<file path="config.mk">
export PLATFORM = sky130hd
export DESIGN_NAME = ex_muldiv_unit
export DESIGN_NICKNAME = d
export VERILOG_FILES = /design/src/rtl/ex_muldiv_unit.sv
export SDC_FILE = /design/constraint.sdc
export NUM_CORES = 1
export LEC_CHECK = 0
export BUFFER_PORTS_ARGS = -buffer_cell sky130_fd_sc_hd__buf_4
export CORE_UTILIZATION = 25
export CTS_CLUSTER_DIAMETER = 30
export CTS_CLUSTER_SIZE = 16
export DETAILED_ROUTE_END_ITERATION = 10
export PLACE_DENSITY = 0.39
export SYNTH_ARGS = -nofsm -noshare
export SYNTH_HDL_FRONTEND = slang
export SYNTH_SLANG_ARGS = --single-unit
</file>
<file path="constraint.sdc">
create_clock -name clk -period 4 [get_ports clk]
set_input_delay 0.2 -clock clk [delete_from_list [all_inputs] [get_ports clk]]
set_output_delay 0.2 -clock clk [all_outputs]
set_load 0.1 [all_outputs]
</file>
<file path="src/rtl/ex_muldiv_unit.sv">
// Iterative MULT/MULTU/DIV/DIVU unit for the EX stage. Owns HI/LO and stalls
// the front of the pipeline while an operation is in flight.
module ex_muldiv_unit #(
  parameter int W = 32
) (
  input  logic         clk,
  input  logic         rst,
  input  logic         start_in,
  input  logic [1:0]   op_in,
  input  logic [W-1:0] src_a_in,
  input  logic [W-1:0] src_b_in,
  input  logic         flush_in,
  input  logic         hi_we_in,
  input  logic         lo_we_in,
  input  logic [W-1:0] wdata_in,
  output logic         stall_out,
  output logic         busy_out,
  output logic         done_out,
  output logic         div0_out,
  output logic [W-1:0] hi_out,
  output logic [W-1:0] lo_out
);

  localparam int CW = (W > 1) ? $clog2(W) : 1;

  typedef enum logic [1:0] {
    S_IDLE = 2'd0,
    S_CALC = 2'd1,
    S_FIX  = 2'd2
  } state_t;

  state_t         state_q, state_d;
  logic [CW-1:0]  cnt_q, cnt_d;
  logic           is_div_q, is_div_d;
  logic [W-1:0]   opnd_q, opnd_d;
  logic [W-1:0]   a_raw_q, a_raw_d;
  logic [W-1:0]   hi_q, hi_d;
  logic [W-1:0]   lo_q, lo_d;
  logic [2*W-1:0] acc_q, acc_d;
  logic           neg_res_q, neg_res_d;
  logic           neg_rem_q, neg_rem_d;
  logic           div0_q, div0_d;
  logic           done_q, done_d;

  logic           accept_s;
  logic           sgn_op_s;
  logic [W-1:0]   abs_a_s, abs_b_s, quot_s, rem_s;
  logic [W:0]     mul_sum_s, div_tmp_s, div_diff_s;
  logic [2*W-1:0] prod_s;

  assign sgn_op_s   = ~op_in[0];
  assign abs_a_s    = (sgn_op_s && src_a_in[W-1]) ? -src_a_in : src_a_in;
  assign abs_b_s    = (sgn_op_s && src_b_in[W-1]) ? -src_b_in : src_b_in;
  assign accept_s   = (state_q == S_IDLE) && start_in && !done_q && !flush_in;

  // opnd_q holds the multiplicand (mult) or divisor (div); acc_q is {hi, lo} working pair
  assign mul_sum_s  = {1'b0, acc_q[2*W-1:W]} + {1'b0, opnd_q};
  assign div_tmp_s  = {acc_q[2*W-1:W], acc_q[W-1]};
  assign div_diff_s = div_tmp_s - {1'b0, opnd_q};
  assign prod_s     = neg_res_q ? -acc_q : acc_q;
  assign quot_s     = neg_res_q ? -acc_q[W-1:0] : acc_q[W-1:0];
  assign rem_s      = neg_rem_q ? -acc_q[2*W-1:W] : acc_q[2*W-1:W];

  // Next-state, datapath iteration and HI/LO update
  always_comb begin
    state_d   = state_q;
    cnt_d     = cnt_q;
    is_div_d  = is_div_q;
    opnd_d    = opnd_q;
    a_raw_d   = a_raw_q;
    acc_d     = acc_q;
    neg_res_d = neg_res_q;
    neg_rem_d = neg_rem_q;
    div0_d    = div0_q;
    hi_d      = hi_q;
    lo_d      = lo_q;
    done_d    = 1'b0;
    case (state_q)
      S_IDLE: begin
        if (accept_s) begin
          state_d   = S_CALC;
          cnt_d     = {CW{1'b0}};
          is_div_d  = op_in[1];
          opnd_d    = op_in[1] ? abs_b_s : abs_a_s;
          acc_d     = {{W{1'b0}}, (op_in[1] ? abs_a_s : abs_b_s)};
          neg_res_d = sgn_op_s & (src_a_in[W-1] ^ src_b_in[W-1]);
          neg_rem_d = sgn_op_s & src_a_in[W-1];
          a_raw_d   = src_a_in;
          div0_d    = 1'b0;
        end else begin
          hi_d = hi_we_in ? wdata_in : hi_q;
          lo_d = lo_we_in ? wdata_in : lo_q;
        end
      end
      S_CALC: begin
        if (flush_in) begin
          state_d = S_IDLE;
        end else begin
          if (is_div_q) begin
            acc_d = div_diff_s[W] ? {div_tmp_s[W-1:0], acc_q[W-2:0], 1'b0}
                                  : {div_diff_s[W-1:0], acc_q[W-2:0], 1'b1};
          end else begin
            acc_d = acc_q[0] ? {mul_sum_s, acc_q[W-1:1]} : {1'b0, acc_q[2*W-1:1]};
          end
          cnt_d   = cnt_q + {{(CW-1){1'b0}}, 1'b1};
          state_d = (cnt_q == CW'(W-1)) ? S_FIX : S_CALC;
        end
      end
      S_FIX: begin
        state_d = S_IDLE;
        if (flush_in) begin
          done_d = 1'b0;
        end else begin
          done_d = 1'b1;
          if (!is_div_q) begin
            hi_d = prod_s[2*W-1:W];
            lo_d = prod_s[W-1:0];
          end else if (opnd_q == {W{1'b0}}) begin
            hi_d   = a_raw_q;
            lo_d   = {W{1'b1}};
            div0_d = 1'b1;
          end else begin
            hi_d = rem_s;
            lo_d = quot_s;
          end
        end
      end
      default: begin
        state_d = S_IDLE;
      end
    endcase
  end

  // State and datapath registers
  always_ff @(posedge clk or negedge rst) begin
    if (!rst) begin
      state_q   <= S_IDLE;
      cnt_q     <= {CW{1'b0}};
      is_div_q  <= 1'b0;
      opnd_q    <= {W{1'b0}};
      a_raw_q   <= {W{1'b0}};
      acc_q     <= {(2*W){1'b0}};
      neg_res_q <= 1'b0;
      neg_rem_q <= 1'b0;
      div0_q    <= 1'b0;
      hi_q      <= {W{1'b0}};
      lo_q      <= {W{1'b0}};
      done_q    <= 1'b0;
    end else begin
      state_q   <= state_d;
      cnt_q     <= cnt_d;
      is_div_q  <= is_div_d;
      opnd_q    <= opnd_d;
      a_raw_q   <= a_raw_d;
      acc_q     <= acc_d;
      neg_res_q <= neg_res_d;
      neg_rem_q <= neg_rem_d;
      div0_q    <= div0_d;
      hi_q      <= hi_d;
      lo_q      <= lo_d;
      done_q    <= done_d;
    end
  end

  assign busy_out  = (state_q != S_IDLE);
  assign stall_out = busy_out | (start_in & ~done_q);
  assign done_out  = done_q;
  assign div0_out  = div0_q;
  assign hi_out    = hi_q;
  assign lo_out    = lo_q;

endmodule

</file>
; ---- Word level (Yosys, flattened, before mapping)
; Cells that the tools add are included.
[classes]
addsub = 8
n_eq_ne = 11
mux = 39
bitwise = 7
reduce_logical = 17
[ops]
columns = cell, count
row1 = 32-bit two-way mux, 16
row2 = 64-bit two-way mux, 6
row3 = 32-bit negator, 4
row4 = 32-bit one-hot mux with 2 select lines, 2
row5 = 64-bit one-hot mux with 2 select lines, 1
row6 = 64-bit negator, 1
row7 = 32-bit by 32-bit adder with 33-bit output, 1
row8 = 33-bit by 32-bit subtractor with 33-bit output, 1
row9 = 32-bit zero test, 1
row10 = "2-bit inequality test, second input constant", 8
row11 = 5-bit two-way mux, 2
row12 = 5-bit one-hot mux with 2 select lines, 1
row13 = 4-bit AND reduction, 2
row14 = 1-bit two-way mux, 6
row15 = 2-bit two-way mux, 3
row16 = 2-bit nonzero test, 3
row17 = "5-bit by 1-bit adder with 5-bit output, second input constant", 1
row18 = "5-bit == test, second input constant", 1
row19 = 1-bit logical AND, 5
row20 = 5-bit AND reduction, 1
row21 = 2-bit one-hot mux with 2 select lines, 1
row22 = 1-bit bitwise AND, 3
row23 = 3-bit AND reduction, 1
row24 = "2-bit by 1-bit == test with 1-bit output, second input constant", 1
row25 = 8 further kinds, 10
[totals]
regBits = 204
inputBits = 104
output_inout_bits = 68
wordCells = 94

; ---- Logic depth before layout (Yosys ltp)
; Gate-level depths: netlist (run 1).
[logic_depth]
ltp_word = 6
depth_mapped = 14
depth_no_buf = 12

; ---- Least setup slack after synthesis (run 1)
; No wires, ideal clock.
[synth_timing]
path_type = register to register
from = reg acc_q[31]
to = reg acc_q[59]
setup_time_ns = 0.126
t_arrival_ns = 3.294
t_required_ns = 3.874
slack_ns = 0.579
stages_incl_launch_ff = 14
n_path_buf = 2
synth_period_minus_slack_ns = 3.421
path_cell_list = dfrtp_1 > inv_1 > ha_1 > fa_1 > nand2b_1 > a21oi_1 > o21ai_1 > a2111o_1 > and4b_1 > or4_1 > clkbuf_2 > buf_6 > a211oi_1 > a21oi_1
[synth_between]
elab_chain_len = 5
[synth_lines]
columns = item, line_no
row1 = "start, declared", 39  ; logic [2*W-1:0] acc_q, acc_d;
row2 = "start signal, assigned", 142  ; acc_q <= {(2*W){1'b0}};
row3 = 33-bit by 32-bit subtractor with 33-bit output, 59  ; assign div_diff_s = div_tmp_s - {1'b0, opnd_q};
row4 = 64-bit two-way mux, 100  ; acc_d = div_diff_s[W] ? {div_tmp_s[W-1:0], acc_q[W-2:0], 1'b0}
row5 = 64-bit two-way mux, 99  ; if (is_div_q) begin
row6 = 64-bit two-way mux, 96  ; if (flush_in) begin
row7 = 64-bit one-hot mux with 2 select lines, 78  ; case (state_q)
; Every way passes these cells. The select of a mux whose other input is x is not followed.
; A chain may end at the register's enable or synchronous reset.

; ---- Final worst setup path (run 1)
[layout_timing]
from = reg opnd_q[0]
to = reg acc_q[41]
[layout_between]
elab_chain_len = 5
word_cells_on_any_way = 7
classes_between = 2 x add/sub / 5 x mux
[layout_lines]
columns = item, line_no
row1 = "start, declared", 35  ; logic [W-1:0] opnd_q, opnd_d;
row2 = "start signal, assigned", 140  ; opnd_q <= {W{1'b0}};
row3 = "start signal, assigned", 153  ; opnd_q <= opnd_d;
row4 = 33-bit by 32-bit subtractor with 33-bit output or 32-bit by 32-bit adder with 33-bit output (tied branches), "59, 57"
row5 = "64-bit two-way mux, on equally long branches", "100, 103"
row6 = 64-bit two-way mux (*), 99
row7 = 64-bit two-way mux (*), 96
row8 = 64-bit one-hot mux with 2 select lines (*), 78
; Every way passes the cells marked *; elsewhere a longest branch is shown, timed or not. The select of a mux whose other input is x is not followed.

==> results of run 1 <==
==> path summary, 6_finish.rpt <==
path | cells after the start | start | end
max in group asynchronous | 3 | rst | opnd_q[16]
min in group asynchronous | 2 | rst | lo_out[10]
hold / removal | 4 | src_b_in[28] | opnd_q[28]
hold reg to reg | 2 | lo_out[31] | lo_out[31]
setup reg to reg | 11 | opnd_q[0] | acc_q[41]
setup / recovery | 11 | opnd_q[0] | acc_q[41]
==> worst register-to-register path, cell delays in order (launching register included) <==
cell and delay, ns:
dfrtp_1 0.42, ha_1 0.25, fa_1 0.41, nand2b_1 0.18
a21oi_1 0.26, o21ai_1 0.23, a2111o_1 0.52, and4b_1 0.28
or4_1 0.52, buf_4 0.23, o31a_1 0.34, o21ai_1 0.11
==> flip-flops by register name, summed over array words and instances (netlist names), 2 cells and up <==
| register | flops |
|---|---|
| cnt_q | 5 |
| state_q | 2 |
| opnd_q | 32 |
| a_raw_q | 32 |
| lo_out | 32 |
| hi_out | 32 |
| acc_q | 64 |
==> metrics by stage <==
stage	cell area (um2)	total power (W)	instances	hold slack [ns]
floorplan	17500	0.00726	2332	-0.0956
global route	23300	0.0163	3556	0.108
global placement	20100	0.00954	3360	0.352
finish	23300	0.0155	3556	0.0788
CTS	23300	0.0155	3556	0.0507
detailed placement	20100	0.00952	3360	0.347
==> synth_stat cells, types with 8 or more instances <==
| cell | number | area, um2 |
|---|---|---|
| nand2_1 | 379 | 1420 |
| o21ai_0 | 253 | 1270 |
| a21oi_1 | 222 | 1110 |
| dfrtp_1 | 204 | 5100 |
| nor2_1 | 184 | 691 |
| clkbuf_1 | 146 | 548 |
| xnor2_1 | 111 | 972 |
| ha_1 | 70 | 876 |
| xor2_1 | 67 | 587 |
| mux2i_1 | 66 | 661 |
| inv_1 | 61 | 229 |
| o22ai_1 | 37 | 231 |
| a21o_1 | 33 | 248 |
| nand3_1 | 32 | 160 |
| nor3_1 | 29 | 145 |
| a31oi_1 | 28 | 175 |
| nand2b_1 | 28 | 175 |
| a211oi_1 | 27 | 203 |
| nor4_1 | 25 | 156 |
| o211ai_1 | 25 | 188 |
| or4_1 | 23 | 173 |
| o31ai_1 | 20 | 150 |
| or3_1 | 20 | 125 |
| and3_1 | 18 | 113 |
| nor2b_1 | 15 | 93.8 |
| o221ai_1 | 15 | 131 |
| buf_1 | 14 | 52.6 |
| nand4_1 | 12 | 75.1 |
| o41ai_1 | 11 | 96.3 |
| o21a_1 | 10 | 75.1 |
| or2_2 | 10 | 62.6 |
| a22o_1 | 9 | 78.8 |
| and2_1 | 8 | 50.1 |
==> area by class of cell <==
type	count	area [um2]	area share, %
well taps	931	1160	4.99
repair buffers	340	2740	11.7
clock inverters	29	529	2.27
inverters	61	229	0.981
multi-input cells	1894	11600	49.5
clock buffers	97	2010	8.60
flip-flops and latches	204	5110	21.9
==> kinds of logic after synthesis <==
group | count (synthesis)
AO/OA/AOI/OAI | 765
XOR/XNOR | 178
buffers and inverters | 234
flip-flops | 204
AND/OR/NAND/NOR | 808
multiplexers | 71
adder cells (fa/ha/maj) | 72
==> power breakdown <==
group          internal (W)  switching (W)  total [W]
clock               0.00415        0.00168    0.00582
sequential          0.00246       0.000591    0.00305
combinational       0.00227        0.00436    0.00662
total               0.00887        0.00663     0.0155
==> repair_timing <==
action	in CTS	in global routing
endpoints found under the setup margin	0	1
hold buffers	70	0
resized for setup	0	1
hold endpoints to repair	193	0
==> routing by layer <==
layer,part of all wire (%),up-vias
li1,-,8859
met1,47,9085
met2,46,623
met3,5.6,94
met4,1.8,0
met5,0,-
==> results.ini, run 1 <==
[run_status]
status = finished, final reports clean

[timing]
finalWorstSetupSlack_ns = 0.176
finalHoldViolCount = 0
fin_crit_ns = 3.82
timing.setup.tns_ns = 0
max_freq_ghz = 0.262
finClkSkew_ns = 0.0279
grt_setup_unrepaired = false
setup_violations = 0
fin_crit_sh_pct = 95.6
worst_slew_pin_slew_ns = 1.04
drv_slew = 0
slew_headroom_pct = 30.4

[route]
ant_nets = 0
vias = 18700
detail_route.iter0.violations = 1545
viasPerCell = 5.25
routed_wirelength_um = 84400
routedWlPerCell_um = 23.7
dr.pass1.iters = 5
drc = 0

[finish]
fill_cells = 7307
nets = 2749
layout-drive-gt1-share_pct = 16.0
mostFrequentLayoutCell = nand2_1
final_cell_mix = 377 x nand2_1, 269 x buf_4, 252 x o21ai_0
antenna_cells = 0
final_util_pct = 33.8
synthToLayoutAreaGrowth_pct = 33.0

[setup_path]
crit_chain = ha_1, fa_1, nand2b_1, a21oi_1, o21ai_1, a2111o_1, and4b_1, or4_1, buf_4, o31a_1, o21ai_1
path_buf_inv = 1
crit_slowest_cell = or4_1
crit_top_cell = o21ai_1
start_kind = flip-flop
cpPeakStageDelay_ns = 0.52
worstPathRequired_ns = 4.51
r2r_setup_slack_ns = 0.18
cp_top_family = compound AO/OA/AOI/OAI gates
critPathArrivalTime_ns = 4.33
path_max_fanout = 15
critPathCaptureType = flip-flop
criticalPathCategory = flip-flop to flip-flop

[global_route]
grtUsageMet2_pct = 37.6
gr-total-overflow = 0
grtUsageMet1_pct = 33.2
grt_usage_pct = 23.6
globalRouteMet3Util_pct = 3.50
antenna_found_initial = 1
grt_pass1_wl_um = 124000
grt.busiest_layer = met2
grt_pass1_vias = 18200
grt_max_degree = 105

[synth]
synthFlopType = dfrtp_1
ys_seq_area_share_pct = 29.1
post_synth_fa_ha_maj_area_fraction_pct = 5.22
synth_compound_area_share_pct = 26.4
synthCells = 2332
async_flop_share_pct = 100
synth_warnings = 0
synth_mux_area_share_pct = 4.09
synth_edf_count = 0
synthSimpleGateAreaFrac_pct = 21.1
ys_seq_elements = 204
synth.distinct_cells = 80
synth_nets = 2508
synth_top_family_by_area = compound AO/OA/AOI/OAI gates
synth_xor_area_share_pct = 8.89
synthesis.area_um2 = 17500
syn_area_per_cell_um2 = 7.52

[die]
start_util_pct = 25.4
dieHeight_um = 267
boundaryPins = 172
die-width_um = 267
rows = 96
die_area_um2 = 71200
fp.coreArea_um2 = 69100

[place]
port_buffers = 171
dp_slack_ns = 0.263
post-dp-hpwl_um = 66100
gp_congestion = 0.907

[clock_network]
numCtsBuffers = 72
clockBufferDepth = 3
cts_tree = built
clkLatencyLatePin_ns = 0.61
cts.sinks = 204
root_buffer = clkbuf_16
clk_pin_slew_ns = 0.04
htreeDepth = 3
post_cts_buffers = 0

[worst_hold_path]
min_path_type = input port to flip-flop

[power_and_ir_drop]
vdd_drop_max_v = 0.000300
leakage_nw = 10.2
power.density_nw_per_um2 = 664

[run]
max_cap_viol_count = 0

No activity file was read; power rests on OpenSTA's default activity.
==> run 2, diff against run 1 <==
ABC_AREA = 1   (was not set)
==> run 2 against run 1 <==
Net effect:
- clock-buffer cell count shrank 8
- non-clock buffer count down 44
- sequential share of layout area is 2.2 points lower
- clock skew down 0.0013 ns
- first-iteration DRC count is 41% higher
- clock power fell by 5.3%
- critical path depth up 7
- flip-flop and latch count unchanged
- combinational power rose by 28%
- critical endpoint is now acc_q[59]
- largest cell class unchanged
==> results.ini, run 2 <==
[setup_path]
criticalPathCategory = flip-flop to flip-flop
r2r_start = acc_q[32]
start_kind = flip-flop
cp_top_family = simple AND/OR/NAND/NOR gates
path_max_fanout = 45  ; +30
crit_top_cell = nand2_1
r2r_end = acc_q[59]
crit_slowest_cell = dfrtp_1
crit_chain = inv_1, fa_1, inv_1, nand2_1, nand2_1, nand3_1, nand2_2, nand2_2, nand2_4, nand2_4, nand2_4, nand2_4, nand2_8, inv_4, nand2_1, nand3_1, nand2_1, nand2_1
worstPathRequired_ns = 4.47  ; -0.04 ns
critPathArrivalTime_ns = 3.49  ; -0.84 ns
path_buf_inv = 3  ; +2
path_depth = 18  ; +7
r2r_setup_slack_ns = 0.98  ; +0.81 ns
critPathCaptureType = flip-flop
cpPeakStageDelay_ns = 0.48  ; -0.04 ns
worstRegToRegCells = 18  ; +7

[die]
fp.coreArea_um2 = 80500  ; +17%
die_area_um2 = 82700  ; +16%
start_util_pct = 25.3  ; -0.088 points
dieHeight_um = 288  ; +7.7%
rows = 104  ; +8.3%
boundaryPins = 172  ; unchanged
die-width_um = 288  ; +7.7%

[timing]
timing.setup.tns_ns = 0  ; unchanged
fin_crit_sh_pct = 75.5  ; -20 points
finClkSkew_ns = 0.0266  ; -0.00127 ns
slew_headroom_pct = 36.7  ; +6.4 points
fin_crit_ns = 3.02  ; -0.806 ns
finalHoldViolCount = 0  ; unchanged
max_freq_ghz = 0.331  ; +27%
worst_slew_pin_slew_ns = 0.948  ; -0.0933 ns
setup_violations = 0  ; unchanged
drv_slew = 0  ; unchanged
grt_setup_unrepaired = false

[clock_network]
post_cts_buffers = 0  ; unchanged
cts_tree = built
clkLatencyLatePin_ns = 0.60  ; about the same
numCtsBuffers = 67  ; -6.9%
clk_pin_slew_ns = 0.04  ; about the same
clockBufferDepth = 3  ; unchanged
htreeDepth = 3  ; unchanged
cts.sinks = 204  ; unchanged
root_buffer = clkbuf_16

[place]
post-dp-hpwl_um = 85800  ; +30%
gp_congestion = 0.966  ; +6.5%
port_buffers = 171  ; unchanged
dp.cells = 4608  ; +37%

[finish]
mostFrequentLayoutCell = nand2_1
fill_cells = 8987  ; +23%
synthToLayoutAreaGrowth_pct = 27.2
antenna_cells = 0  ; unchanged
multiInputGateArea_um2 = 13200  ; +14%
largest_reg_flops = 64  ; unchanged
layout.cells.non_filler = 4795  ; +35%
regMostFlops = acc_q
layout-drive-gt1-share_pct = 11.2  ; -4.8 points
regArea_um2 = 5110  ; about the same
final_cell_mix = 1176 x nand2_1, 383 x nor2_1, 378 x inv_1
nets = 3858  ; +40%

[worst_hold_path]
hold_path_end = a_raw_q[4]
hold_depth = 3  ; -1
min_path_type = input port to flip-flop
min_from = src_a_in[4]

[global_route]
grt_max_degree = 127  ; +21%
gr-total-overflow = 0  ; unchanged
grt_usage_pct = 25.2  ; +1.6 points
antenna_found_initial = 1  ; unchanged
grt_pass1_vias = 22400  ; +23%
grt_pass1_wl_um = 154000  ; +24%

[route]
ant_nets = 0  ; unchanged
vias = 23700  ; +27%
dr.pass1.iters = 6  ; +1
routedWlPerCell_um = 22.0  ; -7.1%
drc = 0  ; unchanged
routed_wirelength_um = 106000  ; +25%
detail_route.iter0.violations = 2173  ; +41%
viasPerCell = 4.93  ; -6.0%

[synth]
async_flop_share_pct = 100  ; unchanged
synthesis.area_um2 = 20400  ; +16%
ys_seq_area_share_pct = 25.0  ; -4.1 points
synth_top_area_cell = dfrtp_1
synth_warnings = 0  ; unchanged
synth_nets = 3633  ; +45%
netlist.area_leader.share_pct = 25.0  ; -4.1 points
syn_area_per_cell_um2 = 5.90  ; -22%
synthCells = 3457  ; +48%
synth_commonest_cells = 1176 x nand2_1, 387 x nor2_1, 379 x inv_1, 297 x nand3_1, 218 x a21oi_1
synth_area_leaders = dfrtp_1 25%, nand2_1 22%, nand3_1 7.3%, nor2_1 7.1%, inv_1 7.0%
ys_seq_elements = 204  ; unchanged
yosysMostFrequentCell = nand2_1
synth_edf_count = 0  ; unchanged
synth.distinct_cells = 54  ; -33%
synthFlopType = dfrtp_1

[power_and_ir_drop]
leakage_nw = 12.9  ; +26%
vdd_drop_max_v = 0.000308  ; +2.6%
power.density_nw_per_um2 = 658  ; -0.90%

[run_status]
status = finished, final reports clean

[run]
max_cap_viol_count = 0  ; unchanged

## run 2: cell type report
| cell class | instances | share of cell area [%] |
|---|---|---|
| timing repair buffer | 296 | 9.32 |
| tap | 1060 | 5.12 |
| inverter | 393 | 5.71 |
| clock inverter | 33 | 1.73 |
| sequential | 204 | 19.7 |
| multi-input combinational | 2720 | 51.0 |
| clock buffer | 89 | 7.45 |
## run 2: worst max-delay path by stage
stage                     startpoint    endpoint
after floorplan             acc_q[0]  hi_out[16]
after global placement     acc_q[32]   acc_q[59]
after detailed placement   acc_q[32]   acc_q[59]
after CTS                  acc_q[32]   acc_q[59]
after global routing       acc_q[32]   acc_q[44]
final                      acc_q[32]   acc_q[59]
## run 2: power by group
group | total (W) | switching, W | internal, W
clock network | 0.00551 | 0.00162 | 0.00389
registers | 0.00310 | 0.000634 | 0.00247
logic | 0.00845 | 0.00601 | 0.00244
total | 0.0171 | 0.00826 | 0.00880
## run 2: stage by stage
step                      area, um2  util (%)  hold WS (ns)  total power, W  setup slack, ns
after detailed placement      22900      28.4         0.278          0.0114             1.01
final                         25900      32.2        0.0286          0.0171            0.982
after floorplan               20400         -       -0.0956         0.00865             1.71
after global placement        22900      28.4         0.285          0.0115             1.06
after global routing          25900      32.2        0.0215          0.0181            0.711
after CTS                     25900      32.2       0.00806          0.0171            0.998
## run 2: tightest hold or removal path: stages
cell,delay (ns)
buf_4,0.08
inv_1,0.12
o21ai_0,0.18
## run 2: repair_timing
action / in CTS / in global routing
hold endpoints to repair: 170 / 0
gates resized for setup: 0 / 0
hold buffers: 65 / 0
## run 2: logic make-up after synthesis
logic type,count (synthesis),share of synthesized area [%]
muxes,2,0.0982
buffers and inverters,533,10.3
adders and majority gates,72,4.49
AOI/OAI and AO/OA,526,14.3
and+or+nand+nor,2018,41.4
xor gates and xnor gates,102,4.38
DFF,204,25.0
## run 2: layer usage
layer  GRT usage, %  wire length [um]  vias up
li1               -                 -    11600
met1           35.5             49400    11200
met2           39.9             48000      715
met3           3.91              5930      113
met4           6.08              2300        2
met5              0                12        -
==> run 3, diff against run 2 <==
ABC_AREA = 0   (was 1)
clock period = 3 ns   (was 4 ns; I/O delays follow)
==> run 3 against run 2 <==
Net effect:
- the run now ends with negative setup slack left
- routed wire length fell by 17%
- setup slack got worse by 1.3 ns
- sequential power grew 23%
- first-iteration DRC count shrank 35%
- final area is 0.96% higher
- fmax down 8.7%
- sequential share of layout area is 0.17 points lower
- hold slack gained 0.026 ns
- core utilization increased by 5.7 points
- die area fell by 14%
- final cell count decreased by 20%
- global-route usage is 1.0 points lower
- critical endpoint is now acc_q[60]
- largest cell class unchanged
==> results.ini, run 3 (synthesis gave the netlist of run 1 again) <==
[power_and_ir_drop]
p_int_w = 0.0130  ; +48%
power.density_nw_per_um2 = 848  ; +29%
vdd_drop_max_v = 0.000388  ; +26%
pwr-share-comb_pct = 49.3  ; -0.2 points
p_clk_share_pct = 33.5  ; +1.2 points
switching_share_pct = 41.3  ; -7.1 points
power_switching_w = 0.00917  ; +11%
leakage_nw = 11.7  ; -9.3%
p_seq_share_pct = 17.1  ; -1.1 points

[run_status]
violations = negative setup slack
status = finished with violations

[finish]
nets = 3027  ; -22%
regArea_um2 = 5110  ; about the same
regMostFlops = acc_q
postLayoutCellArea_um2 = 26200  ; +0.96%
synthToLayoutAreaGrowth_pct = 49.2
largest_reg_flops = 64  ; unchanged
final_cell_mix = 517 x buf_4, 371 x nand2_1, 225 x o21ai_0
multiInputGateArea_um2 = 12100  ; -8.2%
mostFrequentLayoutCell = buf_4
layout-drive-gt1-share_pct = 27.1  ; +16 points
fill_cells = 7193  ; -20%
layout.cells.non_filler = 3833  ; -20%

[timing]
grt_setup_unrepaired = true
max_freq_ghz = 0.302  ; -8.7%
finalWorstSetupSlack_ns = -0.307  ; -1.29 ns
worst_slew_pin_slew_ns = 0.858  ; -0.0897 ns
setup_violations = 37  ; +37
drv_slew = 0  ; unchanged
finClkSkew_ns = 0.0235  ; -0.00315 ns
finalHoldViolCount = 0  ; unchanged
fin_crit_ns = 3.31  ; +0.289 ns
slew_headroom_pct = 42.2  ; +5.4 points
fin_crit_sh_pct = 110  ; +35 points

[die]
fp.coreArea_um2 = 69100  ; -14%
die-width_um = 267  ; -7.2%
boundaryPins = 172  ; unchanged
dieHeight_um = 267  ; -7.2%
start_util_pct = 25.4  ; +0.088 points
die_area_um2 = 71200  ; -14%
rows = 96  ; -7.7%

[clock_network]
htreeDepth = 3  ; unchanged
clkLatencyLatePin_ns = 0.59  ; about the same
clockBufferDepth = 3  ; unchanged
clk_pin_slew_ns = 0.04  ; about the same
numCtsBuffers = 70  ; +4.5%
cts.sinks = 204  ; unchanged
cts_tree = built
root_buffer = clkbuf_16

[setup_path]
critPathArrivalTime_ns = 3.73  ; +0.24 ns
path_max_fanout = 6  ; -87%
critPathCaptureType = flip-flop
criticalPathCategory = flip-flop to flip-flop
r2r_end = acc_q[60]
start_kind = flip-flop
worstPathRequired_ns = 3.43  ; -1.04 ns
worstRegToRegCells = 14  ; -4
r2r_start = acc_q[31]
r2r_setup_slack_ns = -0.31  ; -1.29 ns

[place]
post-dp-hpwl_um = 69200  ; -19%
dp_slack_ns = -0.366  ; -1.38 ns
dp.cells = 3623  ; -21%
place_area_um2 = 22300  ; -2.7%
gp_congestion = 0.927  ; -4.0%
port_buffers = 171  ; unchanged

[run]
max_cap_viol_count = 0  ; unchanged

[route]
ant_nets = 0  ; unchanged
vias = 19700  ; -17%
routed_wirelength_um = 87400  ; -17%
dr.pass1.iters = 6  ; unchanged
viasPerCell = 5.14  ; +4.2%
routedWlPerCell_um = 22.8  ; +3.5%
drc = 0  ; unchanged
detail_route.iter0.violations = 1405  ; -35%

[worst_hold_path]
hold_path_end = opnd_q[28]
min_from = src_b_in[28]
hold_depth = 4  ; +1
min_path_type = input port to flip-flop

[global_route]
antenna_found_initial = 6  ; +5
grt_usage_pct = 24.2  ; -1.0 points
grt_max_degree = 79  ; -38%
grt_pass1_wl_um = 127000  ; -18%
gr-total-overflow = 0  ; unchanged
grt_pass1_vias = 19400  ; -13%

## run 3: changes by cell type in the layout (fill, tap and decap cells not counted), moves of 62 or more
cell and delta:
nor2_1 -203, buf_4 +289, nand2_1 -805, inv_1 -320, mux2i_1 +62, o21ai_0 +64, xnor2_1 +102, nand3_1 -266
## run 3: area by class of cell
type / instances / area share, %
diodes: 2 / 0.0191
inverters: 61 / 0.875
clock buffers: 106 / 8.02
clock inverters: 15 / 1.17
repair buffers: 620 / 19.6
well taps: 931 / 4.45
multi-input cells: 1894 / 46.3
flip-flops and latches: 204 / 19.5
## run 3: repair_timing
| item | in CTS | in global routing |
|---|---|---|
| setup buffers | 5 | 16 |
| setup endpoints to repair | 50 | 73 |
| hold endpoints to repair | 156 | 0 |
| pin swaps | 23 | 50 |
| hold buffers | 68 | 0 |
| gates cloned | 0 | 2 |
| resized for setup | 49 | 106 |
## run 3: how the worst max path moves through the flow
| stage | start | end | slack, ns |
|---|---|---|---|
| floorplan | acc_q[31] | acc_q[38] | -0.23 |
| global placement | acc_q[31] | acc_q[41] | -0.37 |
| detailed placement | acc_q[31] | acc_q[41] | -0.37 |
| global route | acc_q[31] | acc_q[60] | -0.40 |
| CTS | acc_q[31] | acc_q[37] | -0.26 |
| finish | acc_q[31] | acc_q[60] | -0.31 |
## run 3: power by group through the flow
stage                     Clock, W  Combinational, W  Sequential, W
final                      0.00744            0.0109        0.00380
after global routing       0.00773            0.0118        0.00387
after CTS                  0.00756            0.0105        0.00379
after detailed placement         0            0.0102        0.00381
after global placement           0            0.0103        0.00381
after floorplan                  0           0.00506        0.00468
## run 3: per-stage QoR
| step | TNS (ns) | power [W] | utilization, % | hold WS [ns] |
|---|---|---|---|---|
| final | -7.81 | 0.0222 | 37.9 | 0.0551 |
| after global routing | -12.10 | 0.0234 | 37.9 | 0.0716 |
| after CTS | -6.55 | 0.0219 | 37.1 | 0.0605 |
| after detailed placement | -10.23 | 0.0141 | 32.3 | 0.175 |
| after global placement | -9.24 | 0.0141 | 32.3 | 0.174 |
| after floorplan | -5.49 | 0.00974 | - | -0.146 |
## run 3: routing by layer
metal | part of all wire [%] | vias to the layer above | wire [um] | track usage (%)
met2 | 44 | 630 | 38800 | 37.2
met4 | 3.3 | 0 | 2870 | 9.38
li1 | - | 9372 | - | -
met5 | 0 | - | 0 | 0
met1 | 46 | 9571 | 40400 | 33.3
met3 | 6.1 | 132 | 5310 | 4.35
## run 3: worst max-delay path, stage by stage, from the launching register on
cell	delay (ns)
dfrtp_1	0.37
inv_2	0.06
ha_4	0.16
fa_2	0.34
nand2b_4	0.16
a21oi_4	0.20
o21ai_4	0.08
a2111o_1	0.46
and4b_1	0.24
nor4_4	0.24
buf_4	0.19
buf_12	0.14
buf_8	0.13
mux2i_1	0.22
o221ai_1	0.15
